## src/rtl/m_ext_muldiv_unit.sv

```systemverilog
// Iterative RV32M/RV64M multiply/divide coprocessor on the PicoRV32 PCPI port.
// Shift-add multiplier (MUL_STEP bits/cycle) and restoring divider (1 bit/cycle).
module m_ext_muldiv_unit #(
    parameter int XLEN          = 32,
    parameter int MUL_STEP      = 1,
    parameter int EARLY_SPECIAL = 1
) (
    input  logic            clk,
    input  logic            rst,
    input  logic            pcpi_valid,
    input  logic [31:0]     pcpi_insn,
    input  logic [XLEN-1:0] pcpi_rs1,
    input  logic [XLEN-1:0] pcpi_rs2,
    output logic            pcpi_wr,
    output logic [XLEN-1:0] pcpi_rd,
    output logic            pcpi_wait,
    output logic            pcpi_ready
);
    localparam int CW = $clog2(XLEN + 1);

    localparam logic [1:0] S_IDLE = 2'd0;
    localparam logic [1:0] S_MUL  = 2'd1;
    localparam logic [1:0] S_DIV  = 2'd2;
    localparam logic [1:0] S_DONE = 2'd3;

    localparam logic [XLEN-1:0] MIN_NEG = {1'b1, {(XLEN-1){1'b0}}};

    logic [1:0]        state_q, state_d;
    logic [2:0]        op_q, op_d;
    logic              neg_q, neg_d;
    logic [CW-1:0]     cnt_q, cnt_d;
    logic [2*XLEN-1:0] acc_q, acc_d;
    logic [2*XLEN-1:0] opa_q, opa_d;
    logic [XLEN-1:0]   opb_q, opb_d;
    logic [XLEN-1:0]   rd_q, rd_d;

    logic [2:0]        f3;
    logic              is_muldiv, s1, s2, sgn1, sgn2, special;
    logic [XLEN-1:0]   mag1, mag2, special_res;
    logic [2*XLEN-1:0] mul_sum, div_next;
    logic [XLEN:0]     trial;
    logic              unused_insn;

    assign f3          = pcpi_insn[14:12];
    assign is_muldiv   = (pcpi_insn[6:0] == 7'b0110011) && (pcpi_insn[31:25] == 7'b0000001);
    assign unused_insn = ^{pcpi_insn[24:15], pcpi_insn[11:7]};

    assign s1   = pcpi_rs1[XLEN-1];
    assign s2   = pcpi_rs2[XLEN-1];
    assign sgn1 = (f3 == 3'b001) || (f3 == 3'b010) || (f3[2] && !f3[0]);
    assign sgn2 = (f3 == 3'b001) || (f3[2] && !f3[0]);
    assign mag1 = (sgn1 && s1) ? -pcpi_rs1 : pcpi_rs1;
    assign mag2 = (sgn2 && s2) ? -pcpi_rs2 : pcpi_rs2;

    assign special = f3[2] && ((pcpi_rs2 == '0) ||
                     (!f3[0] && (pcpi_rs1 == MIN_NEG) && (pcpi_rs2 == '1)));
    assign special_res = (pcpi_rs2 == '0) ? (f3[1] ? pcpi_rs1 : '1)
                                          : (f3[1] ? '0 : pcpi_rs1);

    function automatic logic [XLEN-1:0] finish(input logic [2:0] op, input logic neg,
                                               input logic [2*XLEN-1:0] acc);
        logic [2*XLEN-1:0] p;
        logic [XLEN-1:0]   q, r;
        p = neg ? -acc : acc;
        q = neg ? -acc[XLEN-1:0] : acc[XLEN-1:0];
        r = neg ? -acc[2*XLEN-1:XLEN] : acc[2*XLEN-1:XLEN];
        case (op)
            3'b000:                 return p[XLEN-1:0];
            3'b001, 3'b010, 3'b011: return p[2*XLEN-1:XLEN];
            3'b100, 3'b101:         return q;
            default:                return r;
        endcase
    endfunction

    always_comb begin
        mul_sum = acc_q;
        for (int unsigned i = 0; i < MUL_STEP; i++) begin
            if (opb_q[i]) mul_sum = mul_sum + (opa_q << i);
        end
        // acc holds {remainder, dividend/quotient}; quotient bits shift in from the right
        trial = acc_q[2*XLEN-1:XLEN-1];
        if (trial >= {1'b0, opb_q}) begin
            div_next = {trial[XLEN-1:0] - opb_q, acc_q[XLEN-2:0], 1'b1};
        end else begin
            div_next = {acc_q[2*XLEN-2:0], 1'b0};
        end
    end

    always_comb begin
        state_d = state_q;
        op_d    = op_q;
        neg_d   = neg_q;
        cnt_d   = cnt_q;
        acc_d   = acc_q;
        opa_d   = opa_q;
        opb_d   = opb_q;
        rd_d    = rd_q;
        case (state_q)
            S_IDLE: begin
                if (pcpi_valid && is_muldiv) begin
                    op_d             = f3;
                    opa_d            = '0;
                    opa_d[XLEN-1:0]  = mag1;
                    opb_d            = mag2;
                    acc_d            = '0;
                    if (f3[2]) acc_d[XLEN-1:0] = mag1;
                    cnt_d            = f3[2] ? CW'(XLEN) : CW'(XLEN / MUL_STEP);
                    // Zero divisor must keep the all-ones quotient unsigned
                    if (f3 == 3'b100)      neg_d = (s1 ^ s2) && (pcpi_rs2 != '0);
                    else if (f3 == 3'b110) neg_d = s1;
                    else                   neg_d = (sgn1 && s1) ^ (sgn2 && s2);
                    if ((EARLY_SPECIAL != 0) && special) begin
                        state_d = S_DONE;
                        rd_d    = special_res;
                    end else begin
                        state_d = f3[2] ? S_DIV : S_MUL;
                    end
                end
            end
            S_MUL, S_DIV: begin
                if (!pcpi_valid) begin
                    state_d = S_IDLE;
                end else begin
                    if (state_q == S_MUL) begin
                        acc_d = mul_sum;
                        opa_d = opa_q << MUL_STEP;
                        opb_d = opb_q >> MUL_STEP;
                    end else begin
                        acc_d = div_next;
                    end
                    cnt_d = cnt_q - CW'(1);
                    if (cnt_q == CW'(1)) begin
                        state_d = S_DONE;
                        rd_d    = finish(op_q, neg_q, acc_d);
                    end
                end
            end
            default: state_d = S_IDLE;
        endcase
    end

    always_ff @(posedge clk) begin
        if (rst) begin
            state_q <= S_IDLE;
            op_q    <= '0;
            neg_q   <= 1'b0;
            cnt_q   <= '0;
            acc_q   <= '0;
            opa_q   <= '0;
            opb_q   <= '0;
            rd_q    <= '0;
        end else begin
            state_q <= state_d;
            op_q    <= op_d;
            neg_q   <= neg_d;
            cnt_q   <= cnt_d;
            acc_q   <= acc_d;
            opa_q   <= opa_d;
            opb_q   <= opb_d;
            rd_q    <= rd_d;
        end
    end

    assign pcpi_wait  = (state_q == S_MUL) || (state_q == S_DIV);
    assign pcpi_ready = (state_q == S_DONE);
    assign pcpi_wr    = (state_q == S_DONE);
    assign pcpi_rd    = rd_q;
endmodule

```

## config.mk

```make
export PLATFORM = sky130hd
export DESIGN_NAME = m_ext_muldiv_unit
export DESIGN_NICKNAME = d
export VERILOG_FILES = /design/src/rtl/m_ext_muldiv_unit.sv
export SDC_FILE = /design/constraint.sdc
export NUM_CORES = 1
export LEC_CHECK = 0
export CELL_PAD_IN_SITES_DETAIL_PLACEMENT = 1
export CELL_PAD_IN_SITES_GLOBAL_PLACEMENT = 2
export CORE_MARGIN = 2
export CORE_UTILIZATION = 38
export DETAILED_ROUTE_END_ITERATION = 10
export DONT_BUFFER_PORTS = 1
export HOLD_SLACK_MARGIN = 0.03
export PLACE_DENSITY_LB_ADDON = 0.05
export SLEW_MARGIN = 20
export SYNTH_ARGS = -nofsm -noshare
export SYNTH_HDL_FRONTEND = slang
export SYNTH_SLANG_ARGS = --single-unit
```

## constraint.sdc

```tcl
create_clock -name clk -period 5.3 [get_ports clk]
set_clock_uncertainty 0.15 [all_clocks]
set_input_delay 1.06 -clock clk [delete_from_list [all_inputs] [get_ports clk]]
set_output_delay 1.06 -clock clk [all_outputs]
set_load 0.02 [all_outputs]
```

==> metrics.yaml, run 1 <==
status: "finished clean"
place_ws_ns: -0.4452
grt_pass1_wl_microns: 155500
drive_above_1_share_pct: 16.29
rsz0062_at_grt: "yes"
utilization_pct: 45.58
rows: 86
drt-initial-drc-count: 2068
ant_nets: 0
syn_inst: 3030
cts_num_sinks: 204
yosysTopAreaCell: "dfxtp_1"
first_global_vias: 24627
min_to: "opb_q[16]$_SDFFE_PP0P_"
finalHoldViolCount: 0
post_drt_wl_per_cell_microns: 26.51
die-area_sq_um: 57930
finalSetupViolCount: 0
place_inst: 3881
required_ns: 5.65
h-tree-depth: 1
cap_viol_max_count: 0
relSlewSlack_pct: 38.84
portBuffers: 0
critPathMaxFanout: 9
synth-seq-cells: 204
io_pins: 134
startpoint_type: "register"
first_pass_iters: 5
reg2reg_slack_ns: 0.12
drc: 0
antenna_found_initial: 2
ys_seq_area_share_pct: 19.18
yosysTopAreaCellShare_pct: 19.18
synth_edf_count: 0
vias: 24968
area_delta_synth_final_pct: 18.18
synth_area_sq_um: 21290
numCtsBuffers: 28
cts_root_buffer: "clkbuf_16"
ys_warn_count: 0
hold_start: "opb_q[16]$_SDFFE_PP0P_"
hold_slack_ns: 0.3125
nFillCells: 7041
die_w_microns: 240.7
tightest_slew_ns: 0.9174
cts_tree: "done"
diodes: 0
timing.rr.start: "acc_q[34]$_SDFFE_PP0P_"
via_per_inst: 6.335
final-max-slew-violation-count: 0
power_density_nw_per_um2: 160.5
final_cell_mix: "nand2_1, buf_4, a21oi_1, nor2_1, dfxtp_1"
grt_usage_pct: 35.18
layout_commonest_cell: "nand2_1"
layoutNonFillerInstCount: 3941
wl_microns: 104500
ys.flop_type: "dfxtp_1"
finalNetCount: 3379
synthArstFlopShare_pct: 0
coreArea_sq_um: 55200
ys_types: 108
grt_start_max_net_pins: 205
crit_path_cell_trace: "ha_1 > a21oi_1 > o21ai_0 > buf_4 > a21oi_1 > nand4b_1 > o21ai_1 > o311ai_1 > xnor2_1 > a221oi_4 > buf_4 > or4_1 > or3_1 > a211oi_1 > nor2_1 > o31a_1 > nor3_1"
gp_congestion: 0.9615
synthTopCellsByArea: "dfxtp_1, a21oi_1, nand2_1"
reg2regPathDepth: 17
clk_path_buf_depth: 3
clock_latency_ns: 0.60
setup_tns_ns: 0
fin_ws_ns: 0.1250
synth_nets: 3236
path_clk_slew_ns: 0.06
power.leakage_uw: 0.009562
fp.dieH_microns: 240.7
fmax_ghz: 0.1932
hold_depth: 2
avgSynthCellArea_sq_um: 7.026
worst_setup_path_end_kind: "register"
path_class: "reg -> reg"
initial_utilization_pct: 38.56
critical-path-slowest-cell: "dfxtp_1"
hpwl_microns: 81310
fin_crit_sh_pct: 97.64
reg2reg_to: "pcpi_rd[20]$_SDFFE_PP0P_"
ir_drop_v: 0.0002261
cp.arrival_ns: 5.52
gr-total-overflow: 0
layout_min_cycle_time_ns: 5.175
slowest_delay_ns: 0.59
hold_class: "reg -> reg"
-- sequential cells by signal, indices dropped and copies added, names as in the netlist --
signal and flops:
state_q 2, pcpi_rd 32, neg_q 1, opb_q 32
opa_q 64, op_q 3, cnt_q 6, acc_q 64
-- synthesized netlist by cell type, types with 15 or more instances --
| cell | count |
|---|---|
| o221ai_1 | 15 |
| nor2b_1 | 24 |
| inv_1 | 87 |
| a211oi_1 | 50 |
| nand3_1 | 90 |
| xor2_1 | 67 |
| nor2_1 | 286 |
| o21ai_1 | 15 |
| buf_2 | 42 |
| a21o_1 | 41 |
| and3_1 | 22 |
| xnor2_1 | 118 |
| maj3_1 | 24 |
| a22oi_1 | 32 |
| a21oi_1 | 306 |
| clkbuf_1 | 155 |
| nand2b_1 | 36 |
| o31ai_1 | 40 |
| o21ai_0 | 171 |
| nand2_1 | 357 |
| a31oi_1 | 50 |
| o21a_1 | 25 |
| o211ai_1 | 46 |
| nand4_1 | 55 |
| a221oi_1 | 46 |
| dfxtp_1 | 204 |
| nor3_1 | 120 |
| nor4_1 | 30 |
| or3_1 | 40 |
| mux2i_1 | 32 |
| ha_1 | 105 |
-- cells by family (layout without fill, tap and decap cells) --
kind of cell    count (synthesis)  after routing  share of synthesized area, %
fa+ha+maj                     131            131                         7.488
compound gates               1021           1021                         32.03
mux                            37             37                         1.769
flops                         204            204                         19.18
simple gates                 1145           1145                         26.05
buf+inv                       307            470                         5.866
xor+xnor                      185            185                         7.611
-- per-layer routing --
metal / wire [microns] / up-vias / track usage (%)
met3: 7192 / 154 / 4.541
met4: 3129 / 4 / 9.919
met1: 48280 / 12444 / 50.35
li1: - / 11511 / -
met2: 45840 / 855 / 55.04
met5: 27 / - / 0
-- where the power goes --
group / switching, uW / total (uW) / internal (uW)
logic: 376 / 620 / 244
registers: 2.11 / 1540 / 1540
clock network: 811 / 1880 / 1070
total: 1190 / 4040 / 2850
-- worst max-delay path: cells and delay by family, from the launching register on --
family,cells,cell delay (ns)
xor gates and xnor gates,1,0.44
DFF,1,0.59
AOI/OAI and AO/OA,8,1.76
and+or+nand+nor,5,1.29
buffers and inverters,2,0.42
adders and majority gates,1,0.42
-- how the worst max path moves through the flow --
stage	startpoint	to	slack, ns	cells past startpoint
floorplan	opb_q[4]$_SDFFE_PP0P_	pcpi_rd[4]$_SDFFE_PP0P_	0.76	21
global placement	acc_q[0]$_SDFFE_PP0P_	pcpi_rd[24]$_SDFFE_PP0P_	-0.38	24
detailed placement	opa_q[0]$_SDFFE_PP0P_	pcpi_rd[24]$_SDFFE_PP0P_	-0.45	24
CTS	acc_q[21]$_SDFFE_PP0P_	pcpi_rd[24]$_SDFFE_PP0P_	-0.05	19
global route	opb_q[22]$_SDFFE_PP0P_	pcpi_rd[16]$_SDFFE_PP0P_	-0.11	23
finish	acc_q[34]$_SDFFE_PP0P_	pcpi_rd[20]$_SDFFE_PP0P_	0.12	17
-- final cells by class --
| type | count | area [sq um] | area share [%] |
|---|---|---|---|
| repair buffers | 331 | 2522 | 10.03 |
| clock inverters | 13 | 101.3 | 0.4028 |
| flip-flops and latches | 204 | 4091 | 16.26 |
| inverters | 89 | 334.1 | 1.328 |
| clock buffers | 37 | 775.7 | 3.083 |
| multi-input cells | 2519 | 16400 | 65.18 |
| well taps | 748 | 935.9 | 3.720 |
-- per-stage QoR --
step                total power [uW]  area (sq um)
global placement                2145         23840
detailed placement              2154         23840
finish                          4039         25160
floorplan                       1908         21290
CTS                             4034         24790
global route                    4155         25160
-- repair_timing --
item | CTS | global route
hold buffers | 0 | 0
gates cloned | 0 | 0
resized for setup | 9 | 64
pin swaps | 2 | 20
setup endpoints to repair | 19 | 31
setup buffers | 2 | 8
Power figures use the tool's default switching activity.
==> inputs of run 2 (changes only) <==
- PLACE_DENSITY_LB_ADDON: 0.05 -> 0.1
==> run 2 against run 1 <==
Sequential share of layout area is 0.075 points higher. Clock power up 12%. Sequential power is essentially flat. Critical path depth increased by 6. Total power up 5.2%. Cell count is 0.58% lower. Largest cell class unchanged. Largest power group unchanged. Highest routed layer is now met4.
==> metrics.yaml, run 2 (synthesized netlist as in run 1, its figures left out) <==
grt_start_max_net_pins: 205
worst_setup_path_end_kind: "register"
initial_utilization_pct: 38.56
die_w_microns: 240.7
grt_usage_pct: 34.90
final-max-slew-violation-count: 0
critical-path-slowest-cell: "dfxtp_1"
via_per_inst: 6.314
first_global_vias: 24565
cts_tree: "done"
reg2reg_slack_ns: 0.15
nFillCells: 6979
power.leakage_uw: 0.009548
power_density_nw_per_um2: 169.5
clk_path_buf_depth: 3
numCtsBuffers: 27
fin_crit_sh_pct: 97.24
diodes: 0
h-tree-depth: 1
gr-total-overflow: 0
crit_path_cell_trace: "inv_1 > ha_1 > a21o_1 > a31oi_1 > o211ai_1 > o22ai_2 > buf_4 > o21a_2 > buf_6 > nand3_1 > a32oi_2 > nand2_1 > inv_1 > ha_1 > o211ai_1 > or2_0 > buf_4 > o31ai_4 > buf_4 > xnor2_1 > a221o_1 > o211ai_1 > a21oi_1"
gp_congestion: 0.9764
slowest_delay_ns: 0.39
fp.dieH_microns: 240.7
finalNetCount: 3357
final_cell_mix: "nand2_1, buf_4, a21oi_1, nor2_1, dfxtp_1"
post_drt_wl_per_cell_microns: 26.44
drc: 0
relSlewSlack_pct: 25.63
vias: 24738
utilization_pct: 45.41
tightest_slew_ns: 1.116
ant_nets: 0
crit_family: "compound AO/OA/AOI/OAI gates"
min_to: "opb_q[16]$_SDFFE_PP0P_"
path_clk_slew_ns: 0.06
coreArea_sq_um: 55200
finalHoldViolCount: 0
wl_microns: 103600
final_area_sq_um: 25070
startpoint_type: "register"
die-area_sq_um: 57930
layout_min_cycle_time_ns: 5.154
ir_drop_v: 0.0002172
hpwl_microns: 80320
io_pins: 134
grt_pass1_wl_microns: 154300
fmax_ghz: 0.1940
postCtsHoldBufs: 0
reg2reg_to: "pcpi_rd[6]$_SDFFE_PP0P_"
area_delta_synth_final_pct: 17.75
portBuffers: 0
drt-initial-drc-count: 2044
rows: 86
path_class: "reg -> reg"
hold_start: "opb_q[16]$_SDFFE_PP0P_"
cts_root_buffer: "clkbuf_16"
status: "finished clean"
critPathMaxFanout: 14
layout_commonest_cell: "nand2_1"
hold_slack_ns: 0.3191
drive_above_1_share_pct: 15.71
finalSetupViolCount: 0
reg2regPathDepth: 23
clock_latency_ns: 0.58
cap_viol_max_count: 0
place_area_sq_um: 23720
crit_buf_inv: 6
hold_class: "reg -> reg"
total_power_uw: 4249
required_ns: 5.60
antenna_found_initial: 1
top_regs: "acc_q: 64 flops, opa_q: 64 flops"
timing.rr.start: "opb_q[20]$_SDFFE_PP0P_"
cts_num_sinks: 204
first_pass_iters: 6
setup_tns_ns: 0
hold_depth: 2
cp.arrival_ns: 5.45
## run 2: cell count changes in the layout (fill, tap and decap cells not counted), moves of 4 or more
cell	change
buf_4	-25
bufinv_16	+5
clkbuf_1	-4
clkinv_2	-4
## run 2: metal layers
layer,up-vias,part of all wire [%],wire length (microns),track usage [%]
met5,-,0,0,0
met3,148,7.5,7811,5.524
met1,12247,46,47660,49.49
met2,886,43,44460,53.78
li1,11457,-,-,-
met4,0,3.5,3657,11.18
## run 2: worst register-to-register path, stage by stage (launching register included)
cell and delay [ns]:
dfxtp_1 0.39, inv_1 0.09, ha_1 0.36, a21o_1 0.22, a31oi_1 0.25, o211ai_1 0.14
o22ai_2 0.23, buf_4 0.17, o21a_2 0.21, buf_6 0.22, nand3_1 0.12, a32oi_2 0.26
nand2_1 0.10, inv_1 0.09, ha_1 0.17, o211ai_1 0.21, or2_0 0.29, buf_4 0.18
o31ai_4 0.30, buf_4 0.18, xnor2_1 0.07, a221o_1 0.35, o211ai_1 0.17, a21oi_1 0.10
## run 2: worst max-delay path by stage
stage	startpoint	end	slack, ns	cells past startpoint
6_report	opb_q[20]$_SDFFE_PP0P_	pcpi_rd[6]$_SDFFE_PP0P_	0.15	23
2_1_floorplan	opb_q[4]$_SDFFE_PP0P_	pcpi_rd[4]$_SDFFE_PP0P_	0.76	21
5_1_grt	acc_q[33]$_SDFFE_PP0P_	pcpi_rd[4]$_SDFFE_PP0P_	-0.04	20
3_5_place_dp	acc_q[0]$_SDFFE_PP0P_	pcpi_rd[24]$_SDFFE_PP0P_	-0.16	24
4_1_cts	acc_q[0]$_SDFFE_PP0P_	pcpi_rd[24]$_SDFFE_PP0P_	-0.03	23
3_3_place_gp	acc_q[0]$_SDFFE_PP0P_	pcpi_rd[24]$_SDFFE_PP0P_	-0.13	24
## run 2: layout make-up
class	instances	area, sq um	area share [%]
Clock buffer	34	752.0	3.000
Tap cell	748	935.9	3.734
Timing Repair Buffer	310	2406	9.599
Multi-Input combinational cell	2519	16310	65.06
Inverter	89	334.1	1.333
Sequential cell	204	4095	16.34
Clock inverter	14	234.0	0.9334
## run 2: per-stage QoR
step,worst slack (ns),cells
global route,-0.04282,3918
finish,0.1461,3918
floorplan,0.7632,3030
CTS,-0.02746,3910
global placement,-0.1349,3861
detailed placement,-0.1638,3861
## run 2: repair_timing
action	in CTS	in global routing
gates resized for setup	11	55
setup buffers	1	8
setup endpoints to repair	13	31
pin swaps	1	7
## run 2: power breakdown
group / internal, uW / total (uW) / leakage (uW) / switching [uW]
Sequential: 1540 / 1540 / 0.00165 / 2.18
Combinational: 241 / 616 / 0.00742 / 375
Clock: 1290 / 2100 / 0.000484 / 805
